`config.mk`:
```
export PLATFORM = sky130hd
export DESIGN_NAME = hazard_controller_flat
export DESIGN_NICKNAME = d
export VERILOG_FILES = /design/src/rtl/hazard_pkg.sv /design/src/rtl/hazard_controller_if.sv /design/src/rtl/sat_counter.sv /design/src/rtl/hazard_controller.sv /design/src/flat_wrapper.sv
export SDC_FILE = /design/constraint.sdc
export NUM_CORES = 1
export LEC_CHECK = 0
export ABC_AREA = 1
export ABC_CLOCK_PERIOD_IN_PS = 1840
export CAP_MARGIN = 25
export CORE_MARGIN = 10
export CORE_UTILIZATION = 46
export DETAILED_ROUTE_END_ITERATION = 16
export PLACE_DENSITY = 0.82
export SKIP_CTS_REPAIR_TIMING = 1
export SYNTH_ARGS = -nofsm -noshare
export SYNTH_HDL_FRONTEND = slang
export SYNTH_SLANG_ARGS = --single-unit
```
`constraint.sdc`:
```
create_clock -name clk -period 1.84 [get_ports clk]
set_clock_uncertainty 0.2 [all_clocks]
set_input_delay 0.552 -clock clk [delete_from_list [all_inputs] [get_ports clk]]
set_output_delay 0.552 -clock clk [all_outputs]
set_load 0.05 [all_outputs]
```
`src/rtl/hazard_pkg.sv`:
```
// rtl/hazard_pkg.sv - shared FSM state and forward-select encodings
package hazard_pkg;

    typedef enum logic {
        RUN     = 1'b0,
        MEMWAIT = 1'b1
    } fsm_state_e;

    typedef enum logic [1:0] {
        FWD_RF = 2'b00,
        FWD_W  = 2'b01,
        FWD_M  = 2'b10
    } fwd_sel_e;

    // M-stage result is newer than W, so it wins when both match
    function automatic fwd_sel_e fwd_select(input logic match_m, input logic wr_m,
                                            input logic match_w, input logic wr_w);
        if (match_m && wr_m)
            return FWD_M;
        else if (match_w && wr_w)
            return FWD_W;
        else
            return FWD_RF;
    endfunction

endpackage

```
`src/rtl/hazard_controller_if.sv`:
```
// rtl/hazard_controller_if.sv - pipeline hazard signal bundle
interface hazard_controller_if;

    logic        Match_1E_M, Match_1E_W, Match_2E_M, Match_2E_W, Match_12D_E;
    logic        RegWriteM, RegWriteW, MemtoRegE;
    logic        PCWrPendingF, BranchTakenE, PCSrcW;
    logic        MemReqM, MemReadyM;
    logic [1:0]  ForwardAE, ForwardBE;
    logic        StallF, StallD, StallE, StallM;
    logic        FlushD, FlushE, FlushW;
    logic        MemTimeoutErr;
    logic [15:0] StallCount, FlushCount;

    modport master (
        output Match_1E_M, Match_1E_W, Match_2E_M, Match_2E_W, Match_12D_E,
        output RegWriteM, RegWriteW, MemtoRegE,
        output PCWrPendingF, BranchTakenE, PCSrcW,
        output MemReqM, MemReadyM,
        input  ForwardAE, ForwardBE,
        input  StallF, StallD, StallE, StallM,
        input  FlushD, FlushE, FlushW,
        input  MemTimeoutErr, StallCount, FlushCount
    );

    modport slave (
        input  Match_1E_M, Match_1E_W, Match_2E_M, Match_2E_W, Match_12D_E,
        input  RegWriteM, RegWriteW, MemtoRegE,
        input  PCWrPendingF, BranchTakenE, PCSrcW,
        input  MemReqM, MemReadyM,
        output ForwardAE, ForwardBE,
        output StallF, StallD, StallE, StallM,
        output FlushD, FlushE, FlushW,
        output MemTimeoutErr, StallCount, FlushCount
    );

endinterface

```
`src/rtl/sat_counter.sv`:
```
// rtl/sat_counter.sv - saturating event counter with synchronous reset
module sat_counter #(
    parameter int WIDTH = 16
) (
    input  logic             clk,
    input  logic             reset,
    input  logic             en,
    output logic [WIDTH-1:0] count
);

    logic [WIDTH-1:0] count_q, count_d;

    always_comb begin
        count_d = count_q;
        if (en && (count_q != {WIDTH{1'b1}}))
            count_d = count_q + WIDTH'(1);
    end

    always_ff @(posedge clk) begin
        if (reset)
            count_q <= '0;
        else
            count_q <= count_d;
    end

    assign count = count_q;

endmodule

```
`src/rtl/hazard_controller.sv`:
```
// rtl/hazard_controller.sv - forwarding, stall/flush control and memory-wait watchdog
module hazard_controller
    import hazard_pkg::*;
#(
    parameter int unsigned TIMEOUT_CYCLES = 255
) (
    input  logic          clk,
    input  logic          reset,
    hazard_controller_if.slave hz
);

    localparam int WAIT_W = $clog2(TIMEOUT_CYCLES + 1);
    localparam logic [WAIT_W-1:0] WAIT_MAX = WAIT_W'(TIMEOUT_CYCLES);

    logic       ldr_stall, mem_stall;
    logic       stall_f, stall_d, stall_e, stall_m;
    logic       flush_d, flush_e, flush_w;
    fwd_sel_e   fwd_a, fwd_b;

    fsm_state_e        state_q, state_d;
    logic [WAIT_W-1:0] wait_q, wait_d;
    logic              err_q, err_d;

    assign ldr_stall = hz.Match_12D_E & hz.MemtoRegE;
    assign mem_stall = hz.MemReqM & ~hz.MemReadyM;

    always_comb begin
        fwd_a   = FWD_RF;
        fwd_b   = FWD_RF;
        stall_f = 1'b0;
        stall_d = 1'b0;
        stall_e = 1'b0;
        stall_m = 1'b0;
        flush_d = 1'b0;
        flush_e = 1'b0;
        flush_w = 1'b0;
        if (!reset) begin
            fwd_a = fwd_select(hz.Match_1E_M, hz.RegWriteM, hz.Match_1E_W, hz.RegWriteW);
            fwd_b = fwd_select(hz.Match_2E_M, hz.RegWriteM, hz.Match_2E_W, hz.RegWriteW);
            if (mem_stall) begin
                // freeze F..M and bubble W; redirects wait until memory completes
                stall_f = 1'b1;
                stall_d = 1'b1;
                stall_e = 1'b1;
                stall_m = 1'b1;
                flush_w = 1'b1;
            end else begin
                stall_f = ldr_stall | hz.PCWrPendingF;
                stall_d = ldr_stall;
                flush_d = hz.PCWrPendingF | hz.PCSrcW | hz.BranchTakenE;
                flush_e = ldr_stall | hz.BranchTakenE;
            end
            // the W-stage PC write must always land in F
            if (hz.PCSrcW)
                stall_f = 1'b0;
        end
    end

    always_comb begin
        state_d = state_q;
        wait_d  = wait_q;
        err_d   = err_q | (wait_q == WAIT_MAX);
        case (state_q)
            RUN: begin
                if (mem_stall) begin
                    state_d = MEMWAIT;
                    wait_d  = WAIT_W'(1);
                end
            end
            MEMWAIT: begin
                if (hz.MemReadyM || !hz.MemReqM) begin
                    state_d = RUN;
                    wait_d  = '0;
                end else if (wait_q != WAIT_MAX) begin
                    wait_d = wait_q + WAIT_W'(1);
                end
            end
            default: begin
                state_d = RUN;
                wait_d  = '0;
            end
        endcase
    end

    always_ff @(posedge clk) begin
        if (reset) begin
            state_q <= RUN;
            wait_q  <= '0;
            err_q   <= 1'b0;
        end else begin
            state_q <= state_d;
            wait_q  <= wait_d;
            err_q   <= err_d;
        end
    end

    sat_counter #(.WIDTH(16)) u_stall_cnt (
        .clk   (clk),
        .reset (reset),
        .en    (stall_f | stall_d),
        .count (hz.StallCount)
    );

    sat_counter #(.WIDTH(16)) u_flush_cnt (
        .clk   (clk),
        .reset (reset),
        .en    (flush_d | flush_e | flush_w),
        .count (hz.FlushCount)
    );

    assign hz.ForwardAE     = fwd_a;
    assign hz.ForwardBE     = fwd_b;
    assign hz.StallF        = stall_f;
    assign hz.StallD        = stall_d;
    assign hz.StallE        = stall_e;
    assign hz.StallM        = stall_m;
    assign hz.FlushD        = flush_d;
    assign hz.FlushE        = flush_e;
    assign hz.FlushW        = flush_w;
    assign hz.MemTimeoutErr = err_q;

endmodule

```
`src/flat_wrapper.sv`:
```
// flat-port wrapper written by rule: the top's interface ports become plain ports
module hazard_controller_flat import hazard_pkg::*;
#(
    parameter int unsigned TIMEOUT_CYCLES = 255
)
  (clk, reset, hz_Match_1E_M, hz_Match_1E_W, hz_Match_2E_M, hz_Match_2E_W, hz_Match_12D_E, hz_RegWriteM, hz_RegWriteW, hz_MemtoRegE, hz_PCWrPendingF, hz_BranchTakenE, hz_PCSrcW, hz_MemReqM, hz_MemReadyM, hz_ForwardAE, hz_ForwardBE, hz_StallF, hz_StallD, hz_StallE, hz_StallM, hz_FlushD, hz_FlushE, hz_FlushW, hz_MemTimeoutErr, hz_StallCount, hz_FlushCount);
  hazard_controller_if hz_i ();
  input  logic clk;
  input  logic reset;
  input wire logic [$bits(hz_i.Match_1E_M)-1:0] hz_Match_1E_M;
  input wire logic [$bits(hz_i.Match_1E_W)-1:0] hz_Match_1E_W;
  input wire logic [$bits(hz_i.Match_2E_M)-1:0] hz_Match_2E_M;
  input wire logic [$bits(hz_i.Match_2E_W)-1:0] hz_Match_2E_W;
  input wire logic [$bits(hz_i.Match_12D_E)-1:0] hz_Match_12D_E;
  input wire logic [$bits(hz_i.RegWriteM)-1:0] hz_RegWriteM;
  input wire logic [$bits(hz_i.RegWriteW)-1:0] hz_RegWriteW;
  input wire logic [$bits(hz_i.MemtoRegE)-1:0] hz_MemtoRegE;
  input wire logic [$bits(hz_i.PCWrPendingF)-1:0] hz_PCWrPendingF;
  input wire logic [$bits(hz_i.BranchTakenE)-1:0] hz_BranchTakenE;
  input wire logic [$bits(hz_i.PCSrcW)-1:0] hz_PCSrcW;
  input wire logic [$bits(hz_i.MemReqM)-1:0] hz_MemReqM;
  input wire logic [$bits(hz_i.MemReadyM)-1:0] hz_MemReadyM;
  output wire logic [$bits(hz_i.ForwardAE)-1:0] hz_ForwardAE;
  output wire logic [$bits(hz_i.ForwardBE)-1:0] hz_ForwardBE;
  output wire logic [$bits(hz_i.StallF)-1:0] hz_StallF;
  output wire logic [$bits(hz_i.StallD)-1:0] hz_StallD;
  output wire logic [$bits(hz_i.StallE)-1:0] hz_StallE;
  output wire logic [$bits(hz_i.StallM)-1:0] hz_StallM;
  output wire logic [$bits(hz_i.FlushD)-1:0] hz_FlushD;
  output wire logic [$bits(hz_i.FlushE)-1:0] hz_FlushE;
  output wire logic [$bits(hz_i.FlushW)-1:0] hz_FlushW;
  output wire logic [$bits(hz_i.MemTimeoutErr)-1:0] hz_MemTimeoutErr;
  output wire logic [$bits(hz_i.StallCount)-1:0] hz_StallCount;
  output wire logic [$bits(hz_i.FlushCount)-1:0] hz_FlushCount;
  assign hz_i.Match_1E_M = hz_Match_1E_M;
  assign hz_i.Match_1E_W = hz_Match_1E_W;
  assign hz_i.Match_2E_M = hz_Match_2E_M;
  assign hz_i.Match_2E_W = hz_Match_2E_W;
  assign hz_i.Match_12D_E = hz_Match_12D_E;
  assign hz_i.RegWriteM = hz_RegWriteM;
  assign hz_i.RegWriteW = hz_RegWriteW;
  assign hz_i.MemtoRegE = hz_MemtoRegE;
  assign hz_i.PCWrPendingF = hz_PCWrPendingF;
  assign hz_i.BranchTakenE = hz_BranchTakenE;
  assign hz_i.PCSrcW = hz_PCSrcW;
  assign hz_i.MemReqM = hz_MemReqM;
  assign hz_i.MemReadyM = hz_MemReadyM;
  assign hz_ForwardAE = hz_i.ForwardAE;
  assign hz_ForwardBE = hz_i.ForwardBE;
  assign hz_StallF = hz_i.StallF;
  assign hz_StallD = hz_i.StallD;
  assign hz_StallE = hz_i.StallE;
  assign hz_StallM = hz_i.StallM;
  assign hz_FlushD = hz_i.FlushD;
  assign hz_FlushE = hz_i.FlushE;
  assign hz_FlushW = hz_i.FlushW;
  assign hz_MemTimeoutErr = hz_i.MemTimeoutErr;
  assign hz_StallCount = hz_i.StallCount;
  assign hz_FlushCount = hz_i.FlushCount;
  hazard_controller #(.TIMEOUT_CYCLES(TIMEOUT_CYCLES)) u_core (.clk(clk), .reset(reset), .hz(hz_i));
endmodule
```
# Yosys cells after proc, flatten, opt, wreduce, memory -nomap -nowiden
# Cells that the tools add are included.
[op_classes]
addsub = 3
n_eq_ne = 6
mux = 23
bitwise = 12
n_reduce_logical = 9
[op_table]
columns = ["cell", "n"]
rows = [
  ["$add A16 B1 Y16 const B", 2],
  ["$ne A16 B16 Y1 const B", 2],
  ["$mux W8", 3],
  ["$pmux W8 S2", 1],
  ["$mux W1", 14],
  ["$add A8 B1 Y8 const B", 1],
  ["$eq A8 B8 Y1 const B", 1],
  ["$mux W2", 4],
  ["$ne A8 B8 Y1 const B", 1],
  ["$or A1 B1 Y1", 8],
  ["$logic_and A1 B1 Y1", 6],
  ["$ne A3 B3 Y1 const B", 1],
  ["$and A1 B1 Y1", 2],
  ["$ne A2 B1 Y1 const B", 1],
  ["$not A1 Y1", 2],
  ["$pmux W1 S2", 1],
  ["$reduce_and A2 Y1", 1],
  ["$logic_not A1 Y1", 1],
  ["$logic_or A1 B1 Y1", 1],
]
[totals]
regBits = 42
inputBits = 15
out_inout_bits = 44
wordCells = 58

# Depth between registers and ports, before layout
[depth]
ltp_word = 7
ltp_mapped = 11
depth_no_buf = 11

# Hierarchy
# From an unflattened synthesis, not the netlist that was laid out.
[unflattened]
cells_unflattened = 411
hier_area_um2 = 2577.5
[by_module_without_submodules]
columns = ["mod", "n_inst", "cells_each", "area_each_um2", "seq_area_each_um2"]
rows = [
  ["sat_counter", 2, 149, 929.6, 320.3],
  ["hazard_controller", 1, 113, 718.2, 200.2],
]

# Worst setup path before layout
# No wires, ideal clock.
[synth_timing]
path_type = "input to output"
start = "input port reset"
end = "output port hz_ForwardAE[0]"
arrival_time_ps = 1600
required_ps = 1088
setup_slack_ps = -512
cell_stages = 3
n_path_buf = 2
cell_sequence = "buf_2 buf_1 nor2_1"
[synth_between]
elab_chain_cells = 1
[synth_rtl]
columns = ["element", "line", "rtl"]
rows = [
  ["start: declaration", "flat_wrapper.sv:9", "input logic reset;"],
  ["$mux W2", "hazard_controller.sv:37", "if (!reset) begin"],
  ["end: declaration", "flat_wrapper.sv:23", "output wire logic [$bits(hz_i.ForwardAE)-1:0] hz_ForwardAE;"],
]
# No other way between the ends.

# Worst setup path in the final report
[layout_timing]
start = "input port hz_MemReqM"
end = "output port hz_StallM"
[layout_between]
elab_chain_cells = 3
[layout_rtl]
columns = ["element", "line", "rtl"]
rows = [
  ["start: declaration", "flat_wrapper.sv:21", "input wire logic [$bits(hz_i.MemReqM)-1:0] hz_MemReqM;"],
  ["$and A1 B1 Y1", "hazard_controller.sv:25", "assign mem_stall = hz.MemReqM & ~hz.MemReadyM;"],
  ["$mux W1", "hazard_controller.sv:40", "if (mem_stall) begin"],
  ["$mux W1", "hazard_controller.sv:37", ""],
  ["end: declaration", "flat_wrapper.sv:28", "output wire logic [$bits(hz_i.StallM)-1:0] hz_StallM;"],
]
# No other way between the ends.

==> flow_metrics.env <==
export IMPL_die_y_um=96.60
export IMPL_postRouteAntennaNets=0
export IMPL_cts_sinks=42
export IMPL_nets=536
export IMPL_syn_nets=445
export IMPL_area_delta_synth_final_pct=61.89
export IMPL_hp_class="primary input to flop"
export IMPL_rsz0062_at_grt="yes"
export IMPL_start_util_pct=48.13
export IMPL_first_pass_iters=5
export IMPL_ys_seq_elements=42
export IMPL_maxSlewViolCount=0
export IMPL_synthSimpleGateAreaFrac_pct=45.06
export IMPL_outcome="complete, but fails checks"
export IMPL_p_leak_nw=1.691
export IMPL_vias_per_cell=5.541
export IMPL_drv_cap=0
export IMPL_cp_max_fo=4
export IMPL_ios=59
export IMPL_wl_um=9817
export IMPL_finish_utilization_pct=77.91
export IMPL_grt_pass1_wl_um=14630
export IMPL_worstSetupEndpointType="output pin"
export IMPL_gp_congestion=0.8866
export IMPL_htreeDepth=2
export IMPL_synth_compound_area_share_pct=10.29
export IMPL_clock_latency_ns=0.31
export IMPL_setup_viol=10
export IMPL_fin_total_pwr_mw=2.059
export IMPL_hpwlAfterDp_um=6795
export IMPL_drtIter0Drc=261
export IMPL_n_fill_cell=356
export IMPL_critical_path_arrival_ns=1.22
export IMPL_drive_gt1_share_pct=37.76
export IMPL_die_area_mm2=0.009331
export IMPL_grt_max_degree=23
export IMPL_worst_slew_pin_slew_ns=0.3363
export IMPL_row_count=27
export IMPL_setup_ws_ns=-0.1273
export IMPL_path_clk_slew_ns=0.09
export IMPL_overflow=0
export IMPL_ir_worst_vdd_uv=329.1
export IMPL_worst_setup_path_type="primary input to output pin"
export IMPL_worstPathRequired_ns=1.09
export IMPL_grt_pass1_vias=3103
export IMPL_die_w_um=96.60
export IMPL_synth_area_per_cell_um2=6.320
export IMPL_insertedDiodeCount=0
export IMPL_fmax_ghz=0.5083
export IMPL_hold_viol_final=0
export IMPL_dp_cells=575
export IMPL_coreArea_mm2=0.005608
export IMPL_synth_top_family_by_area="simple AND/OR/NAND/NOR gates"
export IMPL_relSlewSlack_pct=77.50
export IMPL_stdcell_count=591
export IMPL_io_buffers=58
export IMPL_fin_crit_ns=1.967
export IMPL_synthAdderAreaFrac_pct=1.391
export IMPL_netlist_area_mm2=0.002699
export IMPL_violations="setup timing"
export IMPL_ys_seq_area_share_pct=31.15
export IMPL_ys_warn_count=0
export IMPL_muxShareOfSynthArea_pct=0
export IMPL_power_density_mw_per_mm2=471.2
export IMPL_ys_types=30
export IMPL_track_usage_pct=19.53
export IMPL_antenna_found_initial=0
export IMPL_cts_buffers=5
export IMPL_routed_via_count=3275
export IMPL_netlist_instances=427
export IMPL_period_share_pct=106.9
export IMPL_start_kind="primary input"
export IMPL_clockBufferDepth=2
export IMPL_synthXorXnorAreaFrac_pct=2.596
export IMPL_cts_root_buf="clkbuf_8"
export IMPL_cts_tree="yes"
export IMPL_wire_per_inst_um=16.61
export IMPL_drcViolationCount=0
metrics by stage:
| stage | setup TNS (ns) | cell area [um^2] | setup WS (ns) | hold WS [ns] |
|---|---|---|---|---|
| after floorplan | -0.8335 | 2848 | -0.1983 | 0.2233 |
| after global placement | -21.66 | 4023 | -0.5795 | 0.2353 |
| after detailed placement | -24.62 | 4023 | -0.6297 | 0.2568 |
| after CTS | -12.19 | 4113 | -0.6328 | 0.2692 |
| after global routing | -1.132 | 4369 | -0.1708 | 0.2393 |
| final | -0.7211 | 4369 | -0.1273 | 0.2384 |
worst max-delay path: stages:
cell	delay, ns
buf_8	0.09
inv_4	0.03
nor2_4	0.16
nand2_4	0.07
clkinvlp_4	0.15
buf_12	0.16
cells in the mapped netlist:
cell type  instances  area, um^2
nand2_1          127       476.7
o21ai_0            9       45.04
nand3b_1           4       30.03
nand3_4            1       17.52
ha_1               3       37.54
o21bai_1           2       15.01
inv_2              3       11.26
o22ai_1            1       6.260
a22oi_1            2       15.01
inv_1             42       157.7
clkbuf_1           3       11.26
buf_6              3       33.78
nand3_1           44       220.2
clkinv_1           1       3.750
nand2_2            9       56.30
buf_4              4       30.03
o21ai_1            1       5.000
a21oi_1           26       130.1
dfxtp_1           42       840.8
nor3_1             2       10.01
xor2_1             8       70.07
nand4_1           15       93.84
buf_2              1       5.000
nor2_4             5       56.30
nor2_2             2       12.51
nand3_2            1       10.01
nor2_1            56       210.2
a21oi_2            7       61.31
nand2_4            2       22.52
buf_1              1       3.750
path summary, 6_finish.rpt:
path	to	slack, ns	start	cells past startpoint
hold reg to reg	u_core.wait_q[5]$_SDFFE_PP0P_	0.27	u_core.wait_q[5]$_SDFFE_PP0P_	2
hold / removal	u_core.wait_q[4]$_SDFFE_PP0P_	0.24	reset	2
setup reg to reg	u_core.u_stall_cnt.count[5]$_SDFFE_PP0P_	0.08	u_core.u_stall_cnt.count[0]$_SDFFE_PP0P_	10
setup / recovery	hz_StallM	-0.13	hz_MemReqM	6
placed cells by master, fill, tap and decap left out, types with 11 or more instances in the layout:
cell type	synthesis	routed
dfxtp_1	42	14
nor2_1	56	48
nor2_4	5	12
buf_12	0	42
inv_1	42	33
nand3_1	44	39
nand2_1	127	119
nand4_1	15	15
buf_4	4	36
nand2_2	9	11
a21oi_1	26	24
dfxtp_2	0	25
logic make-up (layout without fill, tap and decap cells):
family          count (synthesis)  after routing
compound gates                 48             48
xor+xnor                        8              8
fa+ha+maj                       3              3
buf+inv                        58            150
flops                          42             42
simple gates                  268            268
area by class of cell:
type / count / area (um^2) / share of cell area, %
sequential: 42 / 883.3 / 20.22
multi-input combinational: 327 / 1779 / 40.72
inverter: 46 / 202.7 / 4.639
tap: 72 / 90.09 / 2.062
clock inverter: 3 / 21.27 / 0.4868
clock buffer: 5 / 68.82 / 1.575
timing repair buffer: 96 / 1324 / 30.30
where the power goes:
part | internal [mW] | leakage [nW] | switching, mW
sequential | 0.924 | 0.354 | 0.0223
clock | 0.267 | 0.0441 | 0.361
combinational | 0.212 | 1.29 | 0.272
total | 1.40 | 1.69 | 0.656
state kept, by name (all words and copies together), names as in the netlist:
signal / flops
u_core.hz.MemTimeoutErr: 1
u_core.u_stall_cnt.count: 16
u_core.u_flush_cnt.count: 16
u_core.wait_q: 8
u_core.state_q: 1
metal layers:
metal	vias to the layer above	wire (um)	global-route usage, %
met5	-	0	0
met4	0	344	6.538
met3	31	697	4.934
met2	169	5154	35.30
met1	1518	3621	21.73
li1	1557	-	-
Power figures use the tool's default switching activity.
